===== config.mk =====
export PLATFORM = sky130hd
export DESIGN_NAME = wb_stage
export DESIGN_NICKNAME = d
export VERILOG_FILES = /design/src/rtl/wb_stage.sv
export SDC_FILE = /design/constraint.sdc
export NUM_CORES = 1
export LEC_CHECK = 0
export ABC_AREA = 0
export BUFFER_PORTS_ARGS = -buffer_cell sky130_fd_sc_hd__buf_2
export CAP_MARGIN = 10
export CORE_AREA = 2 2 146 148
export CTS_CLUSTER_DIAMETER = 200
export CTS_CLUSTER_SIZE = 12
export DETAILED_ROUTE_END_ITERATION = 16
export DIE_AREA = 0 0 148 150
export PLACE_DENSITY_LB_ADDON = 0.3
export SLEW_MARGIN = 20
export SYNTH_ARGS = -nofsm -noshare
export SYNTH_HDL_FRONTEND = slang
export SYNTH_SLANG_ARGS = --single-unit

===== constraint.sdc =====
create_clock -name clk -period 2.35 [get_ports clk]
set_clock_uncertainty 0.2 [all_clocks]
set_input_delay 0.1175 -clock clk [delete_from_list [all_inputs] [get_ports clk]]
set_output_delay 0.1175 -clock clk [all_outputs]
set_load 0.02 [all_outputs]

===== src/rtl/wb_stage.sv =====
// ---------------------------------------------------------------------------
// wb_stage -- final pipeline stage (write-back)
//
// Purpose:
//    Takes the execute stage's registered wb_* outputs and
//    - unpacks load data from dmem or IO,
//    - selects integer and FP register-file write data,
//    - arbitrates write-port conflicts between the integer pipe and FPU
//      completions, and
//    - forwards the flush redirect to fetch.
//    When a conflict occurs, the FPU result wins and the integer-pipe write
//    is parked in a one-entry hold buffer. While that buffer is occupied,
//    upstream is stalled.
//
// Ports:
//    clk, rst             clock; asynchronous active-low reset
//    wb_inst              integer-pipe instruction in WB
//    wb_fp_inst           FPU instruction completing this cycle (NOP if none)
//    wb_alu               ALU result / load address
//    wb_fpu               FPU result
//    wb_pc4               PC+4 of wb_inst
//    wb_dmem_dout         dmem read word
//    wb_io_dout           IO read word
//    wb_redirect          redirect target
//    wb_flush             redirect request
//    rf_we/wa/wd          integer register-file write port
//    frf_we/wa/wd         FP register-file write port
//    wb_stall             hold entry occupied; upstream freezes and sends NOP
//    hold_valid/fp/rd     hold entry state, used by the ID interlock
//    redirect_valid/pc    fetch redirect
//    proto_err            sticky protocol-violation flag
// ---------------------------------------------------------------------------
module wb_stage #(
   parameter int          IO_ADDR_BIT = 31,
   parameter logic [31:0] NOP         = 32'h0000_0013
) (
   input  logic        clk,
   input  logic        rst,
   input  logic [31:0] wb_inst,
   input  logic [31:0] wb_fp_inst,
   input  logic [31:0] wb_alu,
   input  logic [31:0] wb_fpu,
   input  logic [31:0] wb_pc4,
   input  logic [31:0] wb_dmem_dout,
   input  logic [31:0] wb_io_dout,
   input  logic [31:0] wb_redirect,
   input  logic        wb_flush,
   output logic        rf_we,
   output logic [4:0]  rf_wa,
   output logic [31:0] rf_wd,
   output logic        frf_we,
   output logic [4:0]  frf_wa,
   output logic [31:0] frf_wd,
   output logic        wb_stall,
   output logic        hold_valid,
   output logic        hold_fp,
   output logic [4:0]  hold_rd,
   output logic        redirect_valid,
   output logic [31:0] redirect_pc,
   output logic        proto_err
);

   localparam logic [6:0] OPC_LUI     = 7'b0110111;
   localparam logic [6:0] OPC_AUIPC   = 7'b0010111;
   localparam logic [6:0] OPC_OP      = 7'b0110011;
   localparam logic [6:0] OPC_OPIMM   = 7'b0010011;
   localparam logic [6:0] OPC_JAL     = 7'b1101111;
   localparam logic [6:0] OPC_JALR    = 7'b1100111;
   localparam logic [6:0] OPC_LOAD    = 7'b0000011;
   localparam logic [6:0] OPC_LOADFP  = 7'b0000111;
   localparam logic [6:0] OPC_OPFP    = 7'b1010011;
   localparam logic [6:0] OPC_FMADD   = 7'b1000011;
   localparam logic [6:0] OPC_FMSUB   = 7'b1000111;
   localparam logic [6:0] OPC_FNMSUB  = 7'b1001011;
   localparam logic [6:0] OPC_FNMADD  = 7'b1001111;

   // ---------------------------------------------------------------------
   // Integer-pipe decode
   // ---------------------------------------------------------------------
   logic [6:0]  wb_opc;
   logic [4:0]  wb_rd;
   logic [2:0]  wb_f3;
   logic        wb_bubble;
   logic        wb_int_op;
   logic        wb_int_wr;
   logic        wb_fp_wr;

   assign wb_opc    = wb_inst[6:0];
   assign wb_rd     = wb_inst[11:7];
   assign wb_f3     = wb_inst[14:12];
   assign wb_bubble = (wb_inst == NOP);

   always_comb begin
      wb_int_op = 1'b0;
      case (wb_opc)
         OPC_LUI, OPC_AUIPC, OPC_OP, OPC_OPIMM,
         OPC_JAL, OPC_JALR, OPC_LOAD: wb_int_op = 1'b1;
         default:                     wb_int_op = 1'b0;
      endcase
   end

   // Writes to x0 are not writes at all, so they can neither conflict nor hold.
   assign wb_int_wr = !wb_bubble && wb_int_op && (wb_rd != 5'd0);
   assign wb_fp_wr  = !wb_bubble && (wb_opc == OPC_LOADFP);

   // ---------------------------------------------------------------------
   // Load unpacking
   // ---------------------------------------------------------------------
   logic [31:0] ld_src;
   logic [7:0]  ld_byte;
   logic [15:0] ld_half;
   logic [31:0] ld_data;

   assign ld_src  = wb_alu[IO_ADDR_BIT] ? wb_io_dout : wb_dmem_dout;
   assign ld_half = wb_alu[1] ? ld_src[31:16] : ld_src[15:0];

   always_comb begin
      case (wb_alu[1:0])
         2'd0:    ld_byte = ld_src[7:0];
         2'd1:    ld_byte = ld_src[15:8];
         2'd2:    ld_byte = ld_src[23:16];
         default: ld_byte = ld_src[31:24];
      endcase
   end

   always_comb begin
      case (wb_f3)
         3'b000:  ld_data = {{24{ld_byte[7]}}, ld_byte};   // LB
         3'b001:  ld_data = {{16{ld_half[15]}}, ld_half};  // LH
         3'b100:  ld_data = {24'd0, ld_byte};              // LBU
         3'b101:  ld_data = {16'd0, ld_half};              // LHU
         default: ld_data = ld_src;                        // LW / FLW
      endcase
   end

   logic [31:0] wb_int_data;

   always_comb begin
      case (wb_opc)
         OPC_JAL, OPC_JALR: wb_int_data = wb_pc4;
         OPC_LOAD:          wb_int_data = ld_data;
         default:           wb_int_data = wb_alu;
      endcase
   end

   // ---------------------------------------------------------------------
   // FPU completion decode
   // ---------------------------------------------------------------------
   logic [6:0] fp_opc;
   logic [6:0] fp_f7;
   logic [4:0] fpu_rd;
   logic       fp_bubble;
   logic       fp_is_fpu;
   logic       fpu_to_int;
   logic       fpu_int_wr;
   logic       fpu_fp_wr;

   assign fp_opc    = wb_fp_inst[6:0];
   assign fp_f7     = wb_fp_inst[31:25];
   assign fpu_rd    = wb_fp_inst[11:7];
   assign fp_bubble = (wb_fp_inst == NOP);
   assign fp_is_fpu = (fp_opc == OPC_OPFP)  || (fp_opc == OPC_FMADD)  ||
                      (fp_opc == OPC_FMSUB) || (fp_opc == OPC_FNMSUB) ||
                      (fp_opc == OPC_FNMADD);

   // fmv.x.w/fclass, compares and fcvt.w produce integer results.
   assign fpu_to_int = (fp_opc == OPC_OPFP) &&
                       ((fp_f7 == 7'b1110000) || (fp_f7 == 7'b1010000) ||
                        (fp_f7 == 7'b1100000));
   assign fpu_int_wr = !fp_bubble && fp_is_fpu && fpu_to_int && (fpu_rd != 5'd0);
   assign fpu_fp_wr  = !fp_bubble && fp_is_fpu && !fpu_to_int;

   // ---------------------------------------------------------------------
   // Arbitration and hold buffer
   // ---------------------------------------------------------------------
   logic        hold_valid_q, hold_valid_d;
   logic        hold_fp_q,    hold_fp_d;
   logic [4:0]  hold_rd_q,    hold_rd_d;
   logic [31:0] hold_data_q,  hold_data_d;
   logic        proto_err_q,  proto_err_d;

   logic        int_we;
   logic [4:0]  int_wa;
   logic [31:0] int_wd;
   logic        fp_we;
   logic [4:0]  fp_wa;
   logic [31:0] fp_wd;
   logic        fpu_hits_hold;

   assign fpu_hits_hold = hold_fp_q ? fpu_fp_wr : fpu_int_wr;

   always_comb begin
      // The FPU always owns its port; the integer pipe fills in around it.
      int_we      = fpu_int_wr;
      int_wa      = fpu_rd;
      int_wd      = wb_fpu;
      fp_we       = fpu_fp_wr;
      fp_wa       = fpu_rd;
      fp_wd       = wb_fpu;
      hold_valid_d = hold_valid_q;
      hold_fp_d    = hold_fp_q;
      hold_rd_d    = hold_rd_q;
      hold_data_d  = hold_data_q;
      // Upstream must be sending NOPs while stalled; any real write is ignored.
      proto_err_d  = proto_err_q | (hold_valid_q & (wb_int_wr | wb_fp_wr));

      if (hold_valid_q) begin
         if (!fpu_hits_hold) begin
            hold_valid_d = 1'b0;
            if (hold_fp_q) begin
               fp_we = 1'b1;
               fp_wa = hold_rd_q;
               fp_wd = hold_data_q;
            end else begin
               int_we = 1'b1;
               int_wa = hold_rd_q;
               int_wd = hold_data_q;
            end
         end else if (fpu_rd == hold_rd_q) begin
            // The younger FPU result to the same register supersedes the entry.
            hold_valid_d = 1'b0;
         end
      end else begin
         if (wb_int_wr) begin
            if (fpu_int_wr) begin
               hold_valid_d = 1'b1;
               hold_fp_d    = 1'b0;
               hold_rd_d    = wb_rd;
               hold_data_d  = wb_int_data;
            end else begin
               int_we = 1'b1;
               int_wa = wb_rd;
               int_wd = wb_int_data;
            end
         end
         if (wb_fp_wr) begin
            if (fpu_fp_wr) begin
               hold_valid_d = 1'b1;
               hold_fp_d    = 1'b1;
               hold_rd_d    = wb_rd;
               hold_data_d  = ld_data;
            end else begin
               fp_we = 1'b1;
               fp_wa = wb_rd;
               fp_wd = ld_data;
            end
         end
      end
   end

   always_ff @(posedge clk or negedge rst) begin
      if (!rst) begin
         hold_valid_q <= 1'b0;
         hold_fp_q    <= 1'b0;
         hold_rd_q    <= 5'd0;
         hold_data_q  <= 32'd0;
         proto_err_q  <= 1'b0;
      end else begin
         hold_valid_q <= hold_valid_d;
         hold_fp_q    <= hold_fp_d;
         hold_rd_q    <= hold_rd_d;
         hold_data_q  <= hold_data_d;
         proto_err_q  <= proto_err_d;
      end
   end

   // ---------------------------------------------------------------------
   // Outputs
   // ---------------------------------------------------------------------
   assign rf_we  = int_we & rst;
   assign rf_wa  = int_wa;
   assign rf_wd  = int_wd;
   assign frf_we = fp_we & rst;
   assign frf_wa = fp_wa;
   assign frf_wd = fp_wd;

   assign wb_stall   = hold_valid_q;
   assign hold_valid = hold_valid_q;
   assign hold_fp    = hold_fp_q;
   assign hold_rd    = hold_rd_q;
   assign proto_err  = proto_err_q;

   // The flush never touches the hold entry: the held write is older.
   assign redirect_valid = wb_flush;
   assign redirect_pc    = wb_redirect;

   logic unused_bits;
   assign unused_bits = ^{wb_inst[31:15], wb_fp_inst[24:12]};

endmodule


==> out/qor.csv, run 1 <==
stage,metric,value,unit
status,status,"finished, violations left",
status,failing checks,negative setup slack,
synth,Mapped Cells,783,
timing,final setup fails,37,
synth,Synth area leader,dfrtp_1,
power_and_ir_drop,total power draw,2.79,mW
power_and_ir_drop,Power Dens Cells,282,mW/mm^2
routing,vias per cell,5.75,
synth,syn_nets,1042,
global_route,GRT Overall Usage,0.254,
die,Initial Util,0.290,
power_and_ir_drop,part of the power in combinational logic,0.502,
power_and_ir_drop,Clock Power Share,0.245,
clocking,CTS Root Buffer Type,clkbuf_16,
power_and_ir_drop,Pint,1.78,mW
global_route,initial antenna violation count,2,
run,maxcap violations,0,
synth,Syn Area/Cell,7.67,sq um
die,die height,150,um
timing,Final WS setup,-0.192,ns
routing,Routed WL,30600,um
global_route,vias in the first global route,7824,
critical_path,Critical Path RT,2.03,ns
critical_path,crit path DAT,2.22,ns
die,Die X,148,um
clocking,latest clock arrival within the worst-skew pair,0.28,ns
synth,"Distinct cells, synth",62,
power_and_ir_drop,Sequential Power Share,0.253,
timing,worst slew pin tran,0.503,ns
clocking,H-tree lvl count,2,
place,dpl hpwl,22300,um
finish,Fillers,2049,
timing,final hold vios,0,
synth,Mapped Area,0.00601,sq mm
routing,DRT iter0 DRCs,504,
routing,DR DRC count,0,
critical_path,critical path cell sequence,buf_8 > mux4_2 > and3_4 > a21oi_4 > buf_4 > buf_12 > nand3_1 > a222oi_1 > o211ai_1 > buf_2,
place,Port Buffers,280,
critical_path,Critical-path top delay cell,mux4_2,
timing,Final min period,2.54,ns
synth,synth warn,0,
power_and_ir_drop,switching share of power,0.362,
global_route,overflow left after global routing,0,
global_route,largest net degree at the start of global routing,48,
synth,"EDFF count, synth",0,
synth,Synth area leaders,"dfrtp_1 (17%), mux2i_1 (9.8%), mux2_2 (6.6%), o21ai_0 (5.1%), buf_4 (4.6%)",
synth,top-area cell type share of the netlist area,0.167,
routing,vias,8210,
place,Final Wtd Congestion,0.892,
finish,area of the multi-input gates,0.00498,sq mm
die,number of core rows,53,
clocking,total CTS buffers,5,
finish,Final #Nets,1408,
die,die area,0.0222,sq mm
finish,fin util,0.479,
timing,WHS,0.0251,ns
timing,FMAX,0.393,GHz
min_path,Worst Hold Class,input port to flip-flop,
synth,ys async rst share,1.00,
critical_path,"critical path fanouts, max",5,
clocking,CTS tree,done,
clocking,clock buffer depth,2,
timing,Final Max Slew Viols,0,
place,Cells after DPL,1356,
die,Top Ports,377,
timing,Slew headroom,0.665,
die,core box area,0.0207,sq mm
finish,cell area after layout,0.00991,sq mm
place,Post-DP Area,0.00829,sq mm
power_and_ir_drop,Peak supply drop,217,uV
synth,"FF+latch count, synth",40,
routing,WL/cell,21.5,um
clocking,CTS sink cnt,40,
timing,setup TNS,-2.70,ns
finish,Sequential Area,0.00100,sq mm
critical_path,WS Path Type,input port to primary output,
finish,share of layout cells above drive strength 1,0.535,
place,pre-CTS WS,-0.261,ns
power_and_ir_drop,Pleak,4.69,nW
finish,"non-filler cells, final",1427,
critical_path,CP endpoint kind,primary output,
synth,register area share after synthesis,0.167,
critical_path,Crit path largest cell delay,0.50,ns
routing,DRT Pass-1 Iters,7,
critical_path,Critical Path Source Type,input port,
timing,RSZ-0062 raised after global routing,true,
timing,Final period util,1.08,
finish,Area growth syn-to-layout,64.9,%
power_and_ir_drop,NetSw,1.01,mW
routing,antenna-violating nets left,0,
clocking,clock-pin slew on the worst setup and hold paths,0.06,ns
global_route,first-pass GRT wire length,44000,um
synth,Synth Flop Type,dfrtp_1,
## kinds of logic (layout without fill, tap and decap cells)
family / after synthesis / in the layout / synth area share
xor+xnor: 5 / 5 / 0.00729
flops: 40 / 40 / 0.167
mux: 102 / 102 / 0.194
compound gates: 291 / 291 / 0.338
buf+inv: 112 / 478 / 0.101
other cells: 0 / 3 / 0
simple gates: 233 / 233 / 0.192
## cells in the mapped netlist, types with 8 or more instances
cell type	count
o21ai_0	61
nand2_1	60
mux2i_1	59
nor2_1	56
clkbuf_1	43
dfrtp_1	40
nand3_1	39
a21oi_1	38
buf_4	37
mux2_2	35
o22ai_1	33
and3_1	28
a31oi_1	21
buf_2	20
a22o_1	19
o211ai_1	17
o221a_2	12
o221ai_1	12
a22oi_1	11
a222oi_1	10
o2bb2ai_1	10
a21o_1	9
mux4_2	8
nand2b_1	8
nor3_1	8
o211a_1	8
## final cells by class
type / count / area share
Antenna cell: 3 / 0.000758
Clock inverter: 1 / 0.000505
Sequential cell: 40 / 0.101
Timing Repair Buffer: 464 / 0.345
Multi-Input combinational cell: 631 / 0.502
Inverter: 7 / 0.00265
Tap cell: 275 / 0.0347
Clock buffer: 6 / 0.0130
## placed cells by master (no fill, tap or decap), types with 26 or more instances in the layout
cell     count
buf_2      240
buf_4      151
mux2i_1     57
nand2_1     54
o21ai_0     49
nor2_1      42
buf_6       38
dfrtp_1     38
nand3_1     30
a21oi_1     30
mux2_2      29
o22ai_1     27
and3_1      26
## worst max-delay path, delay by kind of cell
| kind | cells | cell delay (ns) |
|---|---|---|
| AO/OA/AOI/OAI | 3 | 0.77 |
| buffers and inverters | 4 | 0.54 |
| multiplexers | 1 | 0.50 |
| AND/OR/NAND/NOR | 2 | 0.29 |
## repair_timing
item	4_1_cts	5_1_grt
setup buffers	28	19
pin swaps	26	43
hold buffers	7	0
setup endpoints to repair	43	77
hold endpoints to repair	18	0
cloned	5	5
gates resized for setup	83	138
## sequential cells by signal, summed over array words and instances (netlist names)
signal,cells
hold_data_q,32
hold_valid,1
proto_err,1
hold_fp,1
hold_rd,5
## worst paths after layout
path	start	end	slack [ns]	cells past startpoint
max reg2reg	hold_valid$_DFF_PN0_	hold_data_q[7]$_DFFE_PN0N_	0.34	6
min in group asynchronous	rst	hold_fp$_DFFE_PN0N_	0.11	2
max	wb_alu[31]	rf_wd[30]	-0.19	10
max in group asynchronous	rst	hold_valid$_DFF_PN0_	1.06	3
min reg2reg	proto_err$_DFF_PN0_	proto_err$_DFF_PN0_	0.30	1
min	wb_alu[23]	hold_data_q[23]$_DFFE_PN0N_	0.03	4
## per-layer routing
| layer | up-vias | global-route usage | share of wire |
|---|---|---|---|
| met5 | - | 0 | 0 |
| met4 | 0 | 0.100 | 0.041 |
| met3 | 72 | 0.0409 | 0.078 |
| met2 | 448 | 0.439 | 0.48 |
| met1 | 3950 | 0.317 | 0.40 |
| li1 | 3740 | - | - |
## power groups by stage
stage | clock, mW | combinational, mW | sequential [mW]
2_1_floorplan | 0 | 0.625 | 0.719
3_3_place_gp | 0 | 1.10 | 0.719
3_5_place_dp | 0 | 1.11 | 0.720
4_1_cts | 0.687 | 1.24 | 0.707
5_1_grt | 0.716 | 1.49 | 0.709
6_report | 0.684 | 1.40 | 0.708
No activity file was read; power rests on OpenSTA's default activity.
==> run 2: changes to the inputs <==
Settings changed: REMOVE_ABC_BUFFERS set to 1.
==> run 2 against run 1 <==
  * The flow still finishes with violations (negative setup slack)
  * Via count decreased by 3.2%
  * Core utilization decreased by 1.3 points
  * Setup slack improved by 0.079 ns
  * Critical endpoint is now rf_wd[27]
  * Critical path depth decreased by 1
  * Global-route usage increased by 0.81 points
  * Largest power group unchanged
  * Critical path type unchanged
  * Non-clock buffer count decreased by 13
  * Sequential cell count unchanged
  * Register-to-register slack got worse by 0.22 ns
  * Clock-buffer cell count increased by 1
  * Hold slack got worse by 0.018 ns
  * Combinational power decreased by 9%
  * Largest cell class unchanged
==> out/qor.csv, run 2 (same netlist as run 1, synthesis figures left out) <==
stage,metric,value,unit
timing,final hold vios,0,
power_and_ir_drop,Clock Power Share,0.276,
clocking,H-tree lvl count,2,
die,number of core rows,53,
status,failing checks,negative setup slack,
place,Final Wtd Congestion,0.862,
finish,share of layout cells above drive strength 1,0.503,
critical_path,CP endpoint kind,primary output,
clocking,CTS Root Buffer Type,clkbuf_16,
min_path,HP Start,wb_alu[26],
place,dpl hpwl,24200,um
timing,worst slew pin tran,0.489,ns
die,core box area,0.0207,sq mm
die,Initial Util,0.290,
finish,Reg with most FFs,hold_data_q,
timing,Final WS setup,-0.113,ns
die,Die X,148,um
min_path,Worst Hold Class,input port to flip-flop,
clocking,CTS tree,done,
timing,RSZ-0062 raised after global routing,true,
die,die height,150,um
power_and_ir_drop,NetSw,975,uW
global_route,first-pass GRT wire length,44000,um
timing,setup TNS,-0.897,ns
die,Top Ports,377,
routing,DR DRC count,0,
timing,Slew headroom,0.674,
clocking,latest clock arrival within the worst-skew pair,0.30,ns
critical_path,R2R cell count,7,
global_route,overflow left after global routing,0,
die,die area,0.0222,sq mm
critical_path,Critical-path top delay cell,mux4_2,
clocking,CTS sink cnt,40,
power_and_ir_drop,Pint,1.75,mW
critical_path,WS Path Type,input port to primary output,
finish,"commonest non-fill, non-tap cell in the layout",buf_2,
timing,Final min period,2.46,ns
global_route,largest net degree at the start of global routing,49,
place,Port Buffers,280,
critical_path,RR Startpoint,hold_valid$_DFF_PN0_,
timing,Final period util,1.05,
routing,DRT iter0 DRCs,574,
routing,DRT Pass-1 Iters,7,
power_and_ir_drop,switching share of power,0.358,
power_and_ir_drop,Peak supply drop,225,uV
finish,Final #Nets,1395,
finish,max reg flops,32,
critical_path,Critical Path Source Type,input port,
run,maxcap violations,0,
min_path,Hold EP,hold_data_q[26]$_DFFE_PN0N_,
critical_path,Crit path largest cell delay,0.50,ns
finish,"non-filler cells, final",1417,
routing,antenna-violating nets left,0,
global_route,initial antenna violation count,5,
power_and_ir_drop,Power Dens Cells,283,mW/mm^2
power_and_ir_drop,part of the power in combinational logic,0.465,
timing,final setup fails,24,
critical_path,R2R Setup Slk,0.12,ns
critical_path,"critical path fanouts, max",7,
min_path,worst hold stages,4,
routing,Routed WL,32200,um
timing,FMAX,0.406,GHz
critical_path,Critical Path RT,2.03,ns
finish,Area growth syn-to-layout,60.4,%
routing,vias per cell,5.61,
timing,Final Max Slew Viols,0,
power_and_ir_drop,Pleak,4.55,nW
clocking,clock buffer depth,2,
power_and_ir_drop,Sequential Power Share,0.259,
clocking,clock-pin slew on the worst setup and hold paths,0.06,ns
global_route,GRT Overall Usage,0.262,
critical_path,RR Endpoint,hold_data_q[27]$_DFFE_PN0N_,
critical_path,crit path DAT,2.15,ns
routing,WL/cell,22.7,um
routing,vias,7946,
global_route,vias in the first global route,7480,
place,pre-CTS WS,-0.214,ns
clocking,total CTS buffers,5,
status,status,"finished, violations left",
finish,most frequent cells in the layout,"buf_2 (253), buf_4 (138), mux2i_1 (56)",
place,Cells after DPL,1362,
critical_path,critical path cell sequence,buf_12 > mux4_2 > and3_4 > a21oi_4 > buf_6 > nand3_4 > a222oi_1 > o211ai_1 > buf_4,
-- run 2: cell count changes in the layout (fill, tap and decap cells not counted), sizes merged --
cell / before / now
buf: 453 / 434
clkbuf: 10 / 12
clkinv: 1 / 0
clkinvlp: 0 / 1
diode: 3 / 5
dlygate4sd3: 7 / 12
-- run 2: routing by layer --
metal	vias to the layer above	track usage	part of all wire	routed length [um]
met2	405	0.429	0.46	14700
met5	-	0.0341	0.0026	83
met4	2	0.0657	0.021	668
met3	43	0.0848	0.093	2980
met1	3784	0.332	0.43	13700
li1	3712	-	-	-
-- run 2: worst max path at each step --
| stage | from | end |
|---|---|---|
| floorplan | hold_valid$_DFF_PN0_ | rf_wa[0] |
| global placement | wb_fp_inst[8] | rf_wd[24] |
| detailed placement | wb_fp_inst[8] | rf_wd[24] |
| CTS | wb_alu[31] | rf_wd[29] |
| global route | wb_fp_inst[9] | rf_wd[31] |
| finish | wb_alu[31] | rf_wd[27] |
-- run 2: worst max-delay path, delay by kind of cell --
kind,cells,cell delay (ns)
buffers and inverters,3,0.46
multiplexers,1,0.50
AND/OR/NAND/NOR,2,0.29
AO/OA/AOI/OAI,3,0.77
-- run 2: cell type report --
| class | count | area (sq um) |
|---|---|---|
| flip-flops and latches | 40 | 1010 |
| well taps | 275 | 344 |
| diodes | 5 | 12.5 |
| inverters | 7 | 28.8 |
| clock inverters | 1 | 7.51 |
| repair buffers | 451 | 3220 |
| multi-input cells | 631 | 4870 |
| fillers | 2103 | 11100 |
| clock buffers | 7 | 143 |
-- run 2: repair_timing --
item,CTS,global route
hold endpoints to repair,16,0
buffers inserted,7,17
setup endpoints to repair,56,53
pin swaps,10,41
hold buffers,12,0
cloned,0,7
resized for setup,28,119
-- run 2: power groups by stage --
stage | combinational (mW) | sequential [mW] | clock, mW
finish | 1.27 | 0.707 | 0.752
floorplan | 0.508 | 0.719 | 0
global route | 1.35 | 0.708 | 0.801
CTS | 1.15 | 0.706 | 0.769
global placement | 1.09 | 0.719 | 0
detailed placement | 1.10 | 0.719 | 0
-- run 2: per-stage QoR --
| stage | utilization | hold slack, ns | cell area (sq um) | power [mW] |
|---|---|---|---|---|
| final | 0.466 | 0.00745 | 9640 | 2.72 |
| after global routing | 0.465 | 0.00968 | 9630 | 2.86 |
| after CTS | 0.425 | 0.00358 | 8790 | 2.62 |
| after detailed placement | 0.404 | -0.156 | 8360 | 1.82 |
| after global placement | 0.404 | -0.157 | 8360 | 1.81 |
| after floorplan | - | -0.378 | 5430 | 1.23 |
